**config.mk**
```make
export PLATFORM = sky130hd
export DESIGN_NAME = uart_tx_arbiter
export DESIGN_NICKNAME = d
export VERILOG_FILES = /design/src/rtl/uart_tx_arbiter_pkg.sv /design/src/rtl/uart_tx_arbiter_rr_picker.sv /design/src/rtl/uart_tx_arbiter.sv
export SDC_FILE = /design/constraint.sdc
export NUM_CORES = 1
export LEC_CHECK = 0
export BUFFER_PORTS_ARGS = -buffer_cell sky130_fd_sc_hd__buf_4
export CAP_MARGIN = 20
export CELL_PAD_IN_SITES_DETAIL_PLACEMENT = 1
export CELL_PAD_IN_SITES_GLOBAL_PLACEMENT = 1
export CORE_MARGIN = 3
export CORE_UTILIZATION = 38
export DETAILED_ROUTE_END_ITERATION = 8
export PLACE_DENSITY_LB_ADDON = 0.1
export SLEW_MARGIN = 15
export SYNTH_ARGS = -nofsm -noshare
export SYNTH_HDL_FRONTEND = slang
export SYNTH_HIERARCHICAL = 1
export SYNTH_SLANG_ARGS = --single-unit
```
**constraint.sdc**
```tcl
create_clock -name clk -period 4.3 [get_ports clk]
set_input_delay 0.215 -clock clk [delete_from_list [all_inputs] [get_ports clk]]
set_output_delay 0.215 -clock clk [all_outputs]
set_load 0.1 [all_outputs]
```
**src/rtl/uart_tx_arbiter_pkg.sv**
```systemverilog
// Shared definitions for the UART transmit arbiter: FSM state encoding and
// the start-timeout counter width helper.
package uart_tx_arbiter_pkg;

  typedef enum logic [1:0] {
    ST_IDLE      = 2'd0,
    ST_SEND      = 2'd1,
    ST_WAIT_DONE = 2'd2
  } arb_state_e;

  // One extra bit so the counter can hold START_TIMEOUT-1 for any timeout value.
  function automatic int timer_width(input int timeout);
    return $clog2(timeout) + 1;
  endfunction

endpackage

```
**src/rtl/uart_tx_arbiter_rr_picker.sv**
```systemverilog
// Combinational round-robin search: first set request strictly after ptr_i,
// wrapping around, so the last winner has the lowest priority.
module rr_picker
  import uart_tx_arbiter_pkg::*;
#(
  parameter int N_REQ = 4
) (
  input  logic [N_REQ-1:0]         req_i,
  input  logic [$clog2(N_REQ)-1:0] ptr_i,
  output logic                     valid_o,
  output logic [$clog2(N_REQ)-1:0] idx_o
);

  localparam int IDX_W = $clog2(N_REQ);

  logic [IDX_W-1:0] cand_s;

  // Walk from the farthest candidate to the nearest so the nearest set bit wins.
  always_comb begin
    valid_o = 1'b0;
    idx_o   = '0;
    cand_s  = '0;
    for (int k = N_REQ; k >= 1; k--) begin
      cand_s  = IDX_W'((int'(ptr_i) + k) % N_REQ);
      valid_o = valid_o | req_i[cand_s];
      idx_o   = req_i[cand_s] ? cand_s : idx_o;
    end
  end

endmodule

```
**src/rtl/uart_tx_arbiter.sv**
```systemverilog
// Round-robin arbiter sharing one UART transmitter between N_REQ byte
// requesters, with send/busy sequencing, ack on frame completion and start timeout.
module uart_tx_arbiter
  import uart_tx_arbiter_pkg::*;
#(
  parameter int N_REQ         = 4,
  parameter int DATA_W        = 8,
  parameter int START_TIMEOUT = 64
) (
  input  logic                      clk,
  input  logic                      reset,
  input  logic [N_REQ-1:0]          req,
  input  logic [N_REQ*DATA_W-1:0]   req_data,
  output logic [N_REQ-1:0]          ack,
  output logic [N_REQ-1:0]          err,
  output logic [$clog2(N_REQ)-1:0]  grant_idx,
  output logic                      active,
  output logic [DATA_W-1:0]         tx_data,
  output logic                      tx_send,
  input  logic                      tx_busy
);

  localparam int IDX_W   = $clog2(N_REQ);
  localparam int TIMER_W = timer_width(START_TIMEOUT);

  arb_state_e         state_q, state_d;
  logic [IDX_W-1:0]   grant_q, grant_d;
  logic [IDX_W-1:0]   ptr_q, ptr_d;
  logic [DATA_W-1:0]  data_q, data_d;
  logic               send_q, send_d;
  logic [TIMER_W-1:0] timer_q, timer_d;
  logic [N_REQ-1:0]   ack_q, ack_d;
  logic [N_REQ-1:0]   err_q, err_d;

  logic               pick_valid;
  logic [IDX_W-1:0]   pick_idx;

  rr_picker #(.N_REQ(N_REQ)) u_picker (
    .req_i   (req),
    .ptr_i   (ptr_q),
    .valid_o (pick_valid),
    .idx_o   (pick_idx)
  );

  // Next-state logic; ack/err default low so each is a single-cycle pulse.
  always_comb begin
    state_d = state_q;
    grant_d = grant_q;
    ptr_d   = ptr_q;
    data_d  = data_q;
    send_d  = send_q;
    timer_d = timer_q;
    ack_d   = '0;
    err_d   = '0;
    case (state_q)
      ST_IDLE: begin
        if (pick_valid) begin
          grant_d = pick_idx;
          for (int i = 0; i < N_REQ; i++) begin
            data_d = (pick_idx == IDX_W'(i)) ? req_data[i*DATA_W +: DATA_W] : data_d;
          end
          send_d  = 1'b1;
          timer_d = '0;
          state_d = ST_SEND;
        end else begin
          send_d = 1'b0;
        end
      end
      ST_SEND: begin
        if (tx_busy) begin
          send_d  = 1'b0;
          state_d = ST_WAIT_DONE;
        end else if (timer_q == TIMER_W'(START_TIMEOUT - 1)) begin
          send_d         = 1'b0;
          err_d[grant_q] = 1'b1;
          ptr_d          = grant_q;
          state_d        = ST_IDLE;
        end else begin
          timer_d = timer_q + TIMER_W'(1);
        end
      end
      ST_WAIT_DONE: begin
        // Frame length belongs to the transmitter, so no timeout here.
        if (!tx_busy) begin
          ack_d[grant_q] = 1'b1;
          ptr_d          = grant_q;
          state_d        = ST_IDLE;
        end else begin
          state_d = ST_WAIT_DONE;
        end
      end
      default: begin
        send_d  = 1'b0;
        state_d = ST_IDLE;
      end
    endcase
  end

  // State register with synchronous active-low reset; ptr starts at N_REQ-1 so requester 0 wins first.
  always_ff @(posedge clk) begin
    if (!reset) begin
      state_q <= ST_IDLE;
      grant_q <= '0;
      ptr_q   <= IDX_W'(N_REQ - 1);
      data_q  <= '0;
      send_q  <= 1'b0;
      timer_q <= '0;
      ack_q   <= '0;
      err_q   <= '0;
    end else begin
      state_q <= state_d;
      grant_q <= grant_d;
      ptr_q   <= ptr_d;
      data_q  <= data_d;
      send_q  <= send_d;
      timer_q <= timer_d;
      ack_q   <= ack_d;
      err_q   <= err_d;
    end
  end

  assign ack       = ack_q;
  assign err       = err_q;
  assign grant_idx = grant_q;
  assign tx_data   = data_q;
  assign tx_send   = send_q;
  assign active    = (state_q != ST_IDLE);

endmodule
```
==> impl_metrics.ini, run 1 <==
[floorplanning]
coreArea_sq_um = 3771
start_util_pct = 40.78
fp.dieH_um = 69.62
die_w_um = 69.62
io-pin-count = 59
num_rows = 22
dieArea_sq_um = 4846

[timing]
relSlewSlack_pct = 44.28
hold_slack_ps = 199.1
tightest_slew_ps = 835.9
fin_skew_ps = 5.816
min_period_over_period_pct = 49.21
drv_slew = 0
setup_viol = 0
fmax_mhz = 472.6
rsz0062_at_grt = no
fin_crit_ps = 2116
tns_ps = 0
hold_violations = 0

[flow_run]
cap_violations = 0

[cts]
cts_buffers = 5
clk_pin_slew_ps = 70
cts-root-buf = clkbuf_8
postCtsResizedCells = 0
cts_sinks = 30
postCtsSetupBuffers = 0
h-tree-depth = 2
clkLatencyLatePin_ps = 280
cts_tree = built
cts.hold.buffers_added = 0
cts_buffer_depth = 2

[pwr]
pwr-share-comb_pct = 35.8
leakage_nw = 0.8969
p_int_mw = 0.5219
ir_drop_v = 0.0001932
power_density_nw_per_um2 = 409.9
pwr-share-clk_pct = 27.6
power_switching_mw = 0.3347
sw_frac_of_total_pct = 39.07
seqPwrFrac_pct = 36.6

[yosys]
synth-seq-cells = 30
synth_top_family_by_area = simple AND/OR/NAND/NOR gates
ys_warn_count = 6
netlist.area_leader.share_pct = 39.06
synth-compound-area-share_pct = 17.74
post_synth_xor_area_fraction_pct = 0
synth_adder_area_share_pct = 4.068
muxShareOfSynthArea_pct = 13.67
synth_seq_area_share_pct = 39.06
syn_area_sq_um = 1538
synth_area_leaders = dfxtp_1 39%, mux4_2 12%, nand2_1 8.5%
syn_area_per_cell_sq_um = 9.263
synth_ff_type = dfxtp_1
syn_inst = 166
postSynth.asyncResetShare_pct = 0
synth_edf_count = 0
synth-simple-area-share_pct = 20.99
yosysUniqueCellTypes = 38
synth_top_area_cell = dfxtp_1
syn-num-nets = 210

[placed_design]
dpl_cell_area_sq_um = 1994
gp_congestion = 0.8835
numPortBuffers = 58
hpwl_um = 3509
dp_cells = 265

[grt]
grt_max_degree = 15
grt_pass1_wl_um = 7590
grt_pass1_vias = 1640
antenna_found_initial = 0
grt.total_usage_pct = 19.72
grt_overflow_total = 0

[critical_path]
worstPathRequired_ps = 4460
ff2ff_path_depth = 6
crit_family = compound AO/OA/AOI/OAI gates
crit_type = reg2reg
slowest_stage = mux4_2
critPathCaptureType = flip-flop
cp_max_fo = 9
startpoint = ptr_q[1]
cp.depth = 6
arrival_ps = 2280
timing.rr.start = ptr_q[1]
cp-start-kind = flip-flop
crit_chain = nand2b_1, a21oi_2, o221ai_2, mux4_2, nand2_1, a21oi_1
crit_buf_inv = 0
cpPeakStageDelay_ps = 600

[cells_and_area]
nets = 268
final_cell_area_sq_um = 2090
syn_to_final_growth_pct = 35.88
seq_area_sq_um = 600.6
multi_input_area_sq_um = 868.3
fillCellCount = 462
layout_commonest_cell = buf_4
final_cell_count_no_fill = 273
antenna_cells = 0
final_cell_mix = 58 x buf_4, 35 x nand2_1, 30 x dfxtp_1
drive_gt1_share_pct = 37.78

[detailed_routing]
routed_wl_um = 4538
via_per_inst = 5.388
firstDrtPassIters = 4
drt_iter0_drc = 88
dr_total_vias = 1471
drc = 0
routedWlPerCell_um = 16.62
antenna_left = 0

[worst_hold_path]
hold_depth = 2
hp-start = reset
min_path_type = in2reg

[status]
status = completed
-- synth_stat cells, drive strengths merged, types with 3 or more instances --
| cell | n |
|---|---|
| dfxtp | 30 |
| buf | 3 |
| o32ai | 4 |
| mux2i | 3 |
| clkbuf | 4 |
| a221oi | 4 |
| nand2b | 7 |
| nand2 | 36 |
| ha | 5 |
| mux4 | 8 |
| a21oi | 18 |
| nand3 | 3 |
| inv | 8 |
| nor2 | 11 |
-- sequential cells by signal (all words and copies together) (netlist names) --
register   cells
err            4
ack            4
timer_q        7
state_q        2
ptr_q          2
tx_data        8
grant_idx      2
tx_send        1
-- layer usage --
metal	GRT usage (%)	routed length, um
met5	0	0
met1	20.66	1755
met3	6.377	244
met2	36.02	2460
met4	8.085	78
-- area by class of cell --
class	count	share of cell area [%]
clock buffers	6	3.952
clock inverters	2	0.5988
inverters	8	1.437
multi-input cells	121	41.56
flip-flops and latches	30	28.74
well taps	48	2.874
repair buffers	58	20.84
-- path summary, 6_finish.rpt --
check / endpoint / slack, ps
worst min register to register: timer_q[6] / 460
worst max register to register: tx_data[4] / 2180
worst min-delay path: ptr_q[0] / 200
worst max-delay path: tx_data[4] / 2180
-- power groups by stage --
stage                     Combinational (mW)  Clock, mW  Sequential, mW
after global routing                   0.325      0.259           0.317
after floorplan                        0.125          0           0.420
final                                  0.306      0.236           0.314
after global placement                 0.296          0           0.318
after CTS                              0.309      0.244           0.314
after detailed placement               0.307          0           0.320
-- cell families after synthesis --
group,count (synthesis)
AND/OR/NAND/NOR,68
AO/OA/AOI/OAI,37
flip-flops,30
buffers and inverters,15
multiplexers,11
adder cells (fa/ha/maj),5
-- per-stage QoR --
| step | util (%) | power, mW | setup slack (ps) |
|---|---|---|---|
| 2_1_floorplan | - | 0.5446 | 2301 |
| 3_3_place_gp | 52.89 | 0.6142 | 2264 |
| 3_5_place_dp | 52.89 | 0.6264 | 2146 |
| 4_1_cts | 55.41 | 0.8667 | 2140 |
| 5_1_grt | 55.41 | 0.9014 | 2030 |
| 6_report | 55.41 | 0.8565 | 2184 |
No activity file was read; power rests on OpenSTA's default activity.
==> run 2: changes to the inputs <==
--- a/config.mk
+++ b/config.mk
@@ -10,7 +10,7 @@
 export CELL_PAD_IN_SITES_DETAIL_PLACEMENT = 1
 export CELL_PAD_IN_SITES_GLOBAL_PLACEMENT = 1
 export CORE_MARGIN = 3
-export CORE_UTILIZATION = 38
+export CORE_UTILIZATION = 35
 export DETAILED_ROUTE_END_ITERATION = 8
 export PLACE_DENSITY_LB_ADDON = 0.1
 export SLEW_MARGIN = 15
==> constraint.sdc (replaced) <==
create_clock -name clk -period 2.2 [get_ports clk]
set_input_delay 0.11 -clock clk [delete_from_list [all_inputs] [get_ports clk]]
set_output_delay 0.11 -clock clk [all_outputs]
set_load 0.1 [all_outputs]
==> run 2 against run 1 <==
  * Setup slack got worse by 1800 ps
  * Sequential power increased by 94%
  * Clock power increased by 130%
  * Global-route usage decreased by 2.5 points
  * Core utilization decreased by 3.9 points
  * Critical endpoint is now tx_data[3]
==> impl_metrics.ini, run 2 (synthesis results as in run 1) <==
[detailed_routing]
antenna_left = 0
routed_wl_um = 4241
drc = 0
dr_total_vias = 1474
routedWlPerCell_um = 15.31
via_per_inst = 5.321
drt_iter0_drc = 66
firstDrtPassIters = 4

[placed_design]
numPortBuffers = 58
gp_congestion = 0.7858
hpwl_um = 3355

[critical_path]
cpPeakStageDelay_ps = 510
cp.depth = 7
cp_max_fo = 9
arrival_ps = 1990
crit_type = reg2reg
slowest_stage = mux4_2
ff2ff_path_depth = 7
critPathCaptureType = flip-flop
cp-start-kind = flip-flop
timing.rr.start = ptr_q[1]
crit_buf_inv = 1
crit_chain = nand2b_1, a21oi_2, o221ai_2, buf_4, mux4_2, nand2_1, a21oi_1
r2r-end = tx_data[3]
crit_family = multiplexers
startpoint = ptr_q[1]
cp-endpoint = tx_data[3]
ff2ff_setup_slack_ps = 350
worstPathRequired_ps = 2340

[floorplanning]
die_w_um = 72.29
io-pin-count = 59
coreArea_sq_um = 4115
num_rows = 23
fp.dieH_um = 72.29
start_util_pct = 37.37
dieArea_sq_um = 5225

[timing]
hold_violations = 0
fmax_mhz = 541.9
fin_crit_ps = 1845
rsz0062_at_grt = no
setup_viol = 0
hold_slack_ps = 87.63
min_period_over_period_pct = 83.88
tightest_slew_ps = 530.8
drv_slew = 0
tns_ps = 0
relSlewSlack_pct = 64.61
fin_skew_ps = 6.048

[cells_and_area]
layout_commonest_cell = buf_4
largest_reg_flops = 8
antenna_cells = 0
syn_to_final_growth_pct = 37.92
final_core_util_pct = 51.54
final_cell_mix = 60 x buf_4, 35 x nand2_1, 30 x dfxtp_1
nets = 270
drive_gt1_share_pct = 38.33

[cts]
cts.hold.buffers_added = 0
postCtsSetupBuffers = 0
h-tree-depth = 2
clk_pin_slew_ps = 70
clkLatencyLatePin_ps = 280
cts-root-buf = clkbuf_8
cts_tree = built
postCtsResizedCells = 0
cts_sinks = 30
cts_buffers = 5
cts_buffer_depth = 2

[pwr]
power_switching_mw = 0.6467
sw_frac_of_total_pct = 36.92
ir_drop_v = 0.0003600
power_density_nw_per_um2 = 825.9
p_int_mw = 1.105
leakage_nw = 0.9179
pwr-share-comb_pct = 34.0
pwr-share-clk_pct = 31.2
seqPwrFrac_pct = 34.8

[worst_hold_path]
hp-start = reset
hold_depth = 2
min_path_type = in2reg

[grt]
grt.total_usage_pct = 17.23
antenna_found_initial = 0
grt_pass1_vias = 1557
grt_pass1_wl_um = 7058
grt_overflow_total = 0
grt_max_degree = 15

[status]
status = completed

[flow_run]
cap_violations = 0
run 2: cell types whose count changed in the layout (fill, tap and decap cells not counted):
cell | previous run | this run
clkinv_2 | 1 | 2
clkbuf_8 | 6 | 5
clkinvlp_4 | 1 | 0
bufinv_16 | 0 | 1
buf_4 | 58 | 60
run 2: worst min-delay path by stage:
stage | endpoint | slack (ps)
after detailed placement | ptr_q[0] | 380
after floorplan | state_q[0] | 260
after global placement | ptr_q[0] | 380
after global routing | ptr_q[0] | 90
after CTS | ptr_q[0] | 80
final | ptr_q[0] | 90
run 2: cell type report:
type | instances | area, sq um
Clock buffer | 5 | 68.82
Fill cell | 508 | 1994
Sequential cell | 30 | 600.6
Timing Repair Buffer | 60 | 450.4
Multi-Input combinational cell | 121 | 868.3
Inverter | 8 | 30.03
Tap cell | 50 | 62.56
Clock inverter | 3 | 40.04
run 2: metrics by stage:
stage                     setup slack [ps]  area, sq um  std cells  power (mW)
final                                354.5         2121        277       1.752
after global placement               437.0         2012        269       1.206
after floorplan                      200.8         1538        166       1.064
after global routing                 214.6         2121        277       1.837
after detailed placement             345.7         2012        269       1.224
after CTS                            343.7         2121        277       1.772
run 2: layer usage:
layer	part of all wire, %	GRT usage [%]	vias up
met1	42	21.14	718
met5	0	0	-
li1	-	-	708
met4	1.2	4.384	0
met3	4.7	4.432	4
met2	52	29.93	44
run 2: power by group through the flow:
stage                     Sequential, mW  Combinational, mW  Clock, mW
after floorplan                    0.821              0.243          0
after global placement             0.619              0.587          0
after detailed placement           0.623              0.601          0
after CTS                          0.611              0.602      0.558
after global routing               0.618              0.632      0.587
final                              0.610              0.595      0.546
run 2: worst reg2reg max path: stages (launching register included):
cell,delay [ps]
dfxtp_1,430
nand2b_1,160
a21oi_2,60
o221ai_2,160
buf_4,240
mux4_2,510
nand2_1,80
a21oi_1,60
==> run 3: changes to the inputs <==
==> constraint.sdc (replaced) <==
create_clock -name clk -period 1.9 [get_ports clk]
set_input_delay 0.095 -clock clk [delete_from_list [all_inputs] [get_ports clk]]
set_output_delay 0.095 -clock clk [all_outputs]
set_load 0.1 [all_outputs]
==> run 3 against run 2 <==
  * Core utilization is 0.33 points higher
  * Critical path type unchanged
  * Largest power group unchanged
  * Total power up 15%
  * First-iteration DRC count shrank 12%
==> impl_metrics.ini, run 3 (synthesis results as in run 1) <==
[status]
status = completed

[pwr]
sw_frac_of_total_pct = 37.14
power_switching_mw = 0.7465
power_density_nw_per_um2 = 941.7
pwr-share-comb_pct = 34.6
ir_drop_v = 0.0003611
leakage_nw = 0.9154
seqPwrFrac_pct = 35.2
p_int_mw = 1.264
pwr-share-clk_pct = 30.1

[worst_hold_path]
hold_depth = 2
min_path_type = in2reg
hold_end = ptr_q[0]
hp-start = reset

[cts]
postCtsResizedCells = 0
h-tree-depth = 2
cts_buffer_depth = 2
cts.hold.buffers_added = 0
cts_buffers = 5
cts_tree = built
cts_sinks = 30
clk_pin_slew_ps = 60
postCtsSetupBuffers = 0
clkLatencyLatePin_ps = 280
cts-root-buf = clkbuf_8

[floorplanning]
io-pin-count = 59
fp.dieH_um = 72.29
start_util_pct = 37.37
die_w_um = 72.29
coreArea_sq_um = 4115
num_rows = 23
dieArea_sq_um = 5225

[detailed_routing]
drt_iter0_drc = 58
firstDrtPassIters = 4
antenna_left = 0
drc = 0
via_per_inst = 5.284
routedWlPerCell_um = 15.42
routed_wl_um = 4286
dr_total_vias = 1469

[critical_path]
slowest_stage = o21ai_2
r2r-end = tx_send
cp_max_fo = 11
ff2ff_setup_slack_ps = 140
cp-start-kind = flip-flop
timing.rr.start = timer_q[0]
arrival_ps = 1930
crit_type = reg2reg
ff2ff_path_depth = 5
worstPathRequired_ps = 2070
startpoint = timer_q[0]
cpPeakStageDelay_ps = 450
crit_chain = ha_1, nand4b_2, o21ai_2, a21oi_1, a41o_1
critPathCaptureType = flip-flop

[grt]
grt.total_usage_pct = 17.45
grt_pass1_vias = 1561
grt_max_degree = 15
grt_overflow_total = 0
grt_pass1_wl_um = 7113
antenna_found_initial = 0

[timing]
setup_slack_ps = 142.1
drv_slew = 0
fin_crit_ps = 1758
tightest_slew_ps = 481.0
tns_ps = 0
min_period_over_period_pct = 92.52
setup_viol = 0
fin_skew_ps = 6.059
rsz0062_at_grt = no
hold_violations = 0
relSlewSlack_pct = 67.93
fmax_mhz = 568.9

[cells_and_area]
syn_to_final_growth_pct = 38.81
layout_commonest_cell = buf_4
nets = 271
final_cell_mix = 61 x buf_4, 35 x nand2_1, 29 x dfxtp_1
drive_gt1_share_pct = 39.47
fillCellCount = 499
antenna_cells = 0
largest_reg_flops = 8

[flow_run]
cap_violations = 0

[placed_design]
numPortBuffers = 58
gp_congestion = 0.7929
hpwl_um = 3451
post-place-ws_ps = 94.05
-- run 3: power groups by stage --
stage          sequential, mW  combinational (mW)  clock, mW
2_1_floorplan           0.951               0.286          0
3_3_place_gp            0.717               0.687          0
3_5_place_dp            0.722               0.701          0
4_1_cts                 0.708               0.703      0.621
5_1_grt                 0.714               0.741      0.658
6_report                0.708               0.696      0.606
-- run 3: through the flow --
| step | area [sq um] | hold WS [ps] | power (mW) | util, % | std cells |
|---|---|---|---|---|---|
| detailed placement | 2023 | 365.7 | 1.423 | 49.16 | 270 |
| floorplan | 1541 | 247.8 | 1.237 | - | 166 |
| global route | 2135 | 72.33 | 2.113 | 51.87 | 278 |
| finish | 2135 | 79.25 | 2.010 | 51.87 | 278 |
| CTS | 2133 | 69.46 | 2.032 | 51.84 | 278 |
| global placement | 2023 | 362.9 | 1.404 | 49.16 | 270 |
-- run 3: layout make-up --
| type | instances | area [sq um] | share of cell area [%] |
|---|---|---|---|
| multi-input cells | 121 | 868.3 | 40.68 |
| repair buffers | 61 | 457.9 | 21.45 |
| flip-flops and latches | 30 | 601.8 | 28.19 |
| inverters | 8 | 33.78 | 1.583 |
| well taps | 50 | 62.56 | 2.931 |
| clock buffers | 8 | 110.1 | 5.158 |
-- run 3: routing by layer --
layer	vias up	wire length [um]	GRT usage (%)
met4	0	71	6.263
li1	713	-	-
met5	-	0	0
met2	52	2190	30.84
met3	7	245	4.017
met1	697	1779	20.50
-- run 3: worst max path at each step --
stage                       endpoint  slack (ps)
final                        tx_send         140
after global routing      state_q[1]          20
after CTS                 tx_data[0]         100
after detailed placement  tx_data[0]          90
after global placement    tx_data[1]         170
after floorplan           timer_q[4]         130
-- run 3: critical path, delay by kind of cell (launching register included) --
family                     cells  cell delay (ps)
and+or+nand+nor                1              220
DFF                            1              390
AOI/OAI and AO/OA              3              800
adders and majority gates      1              240
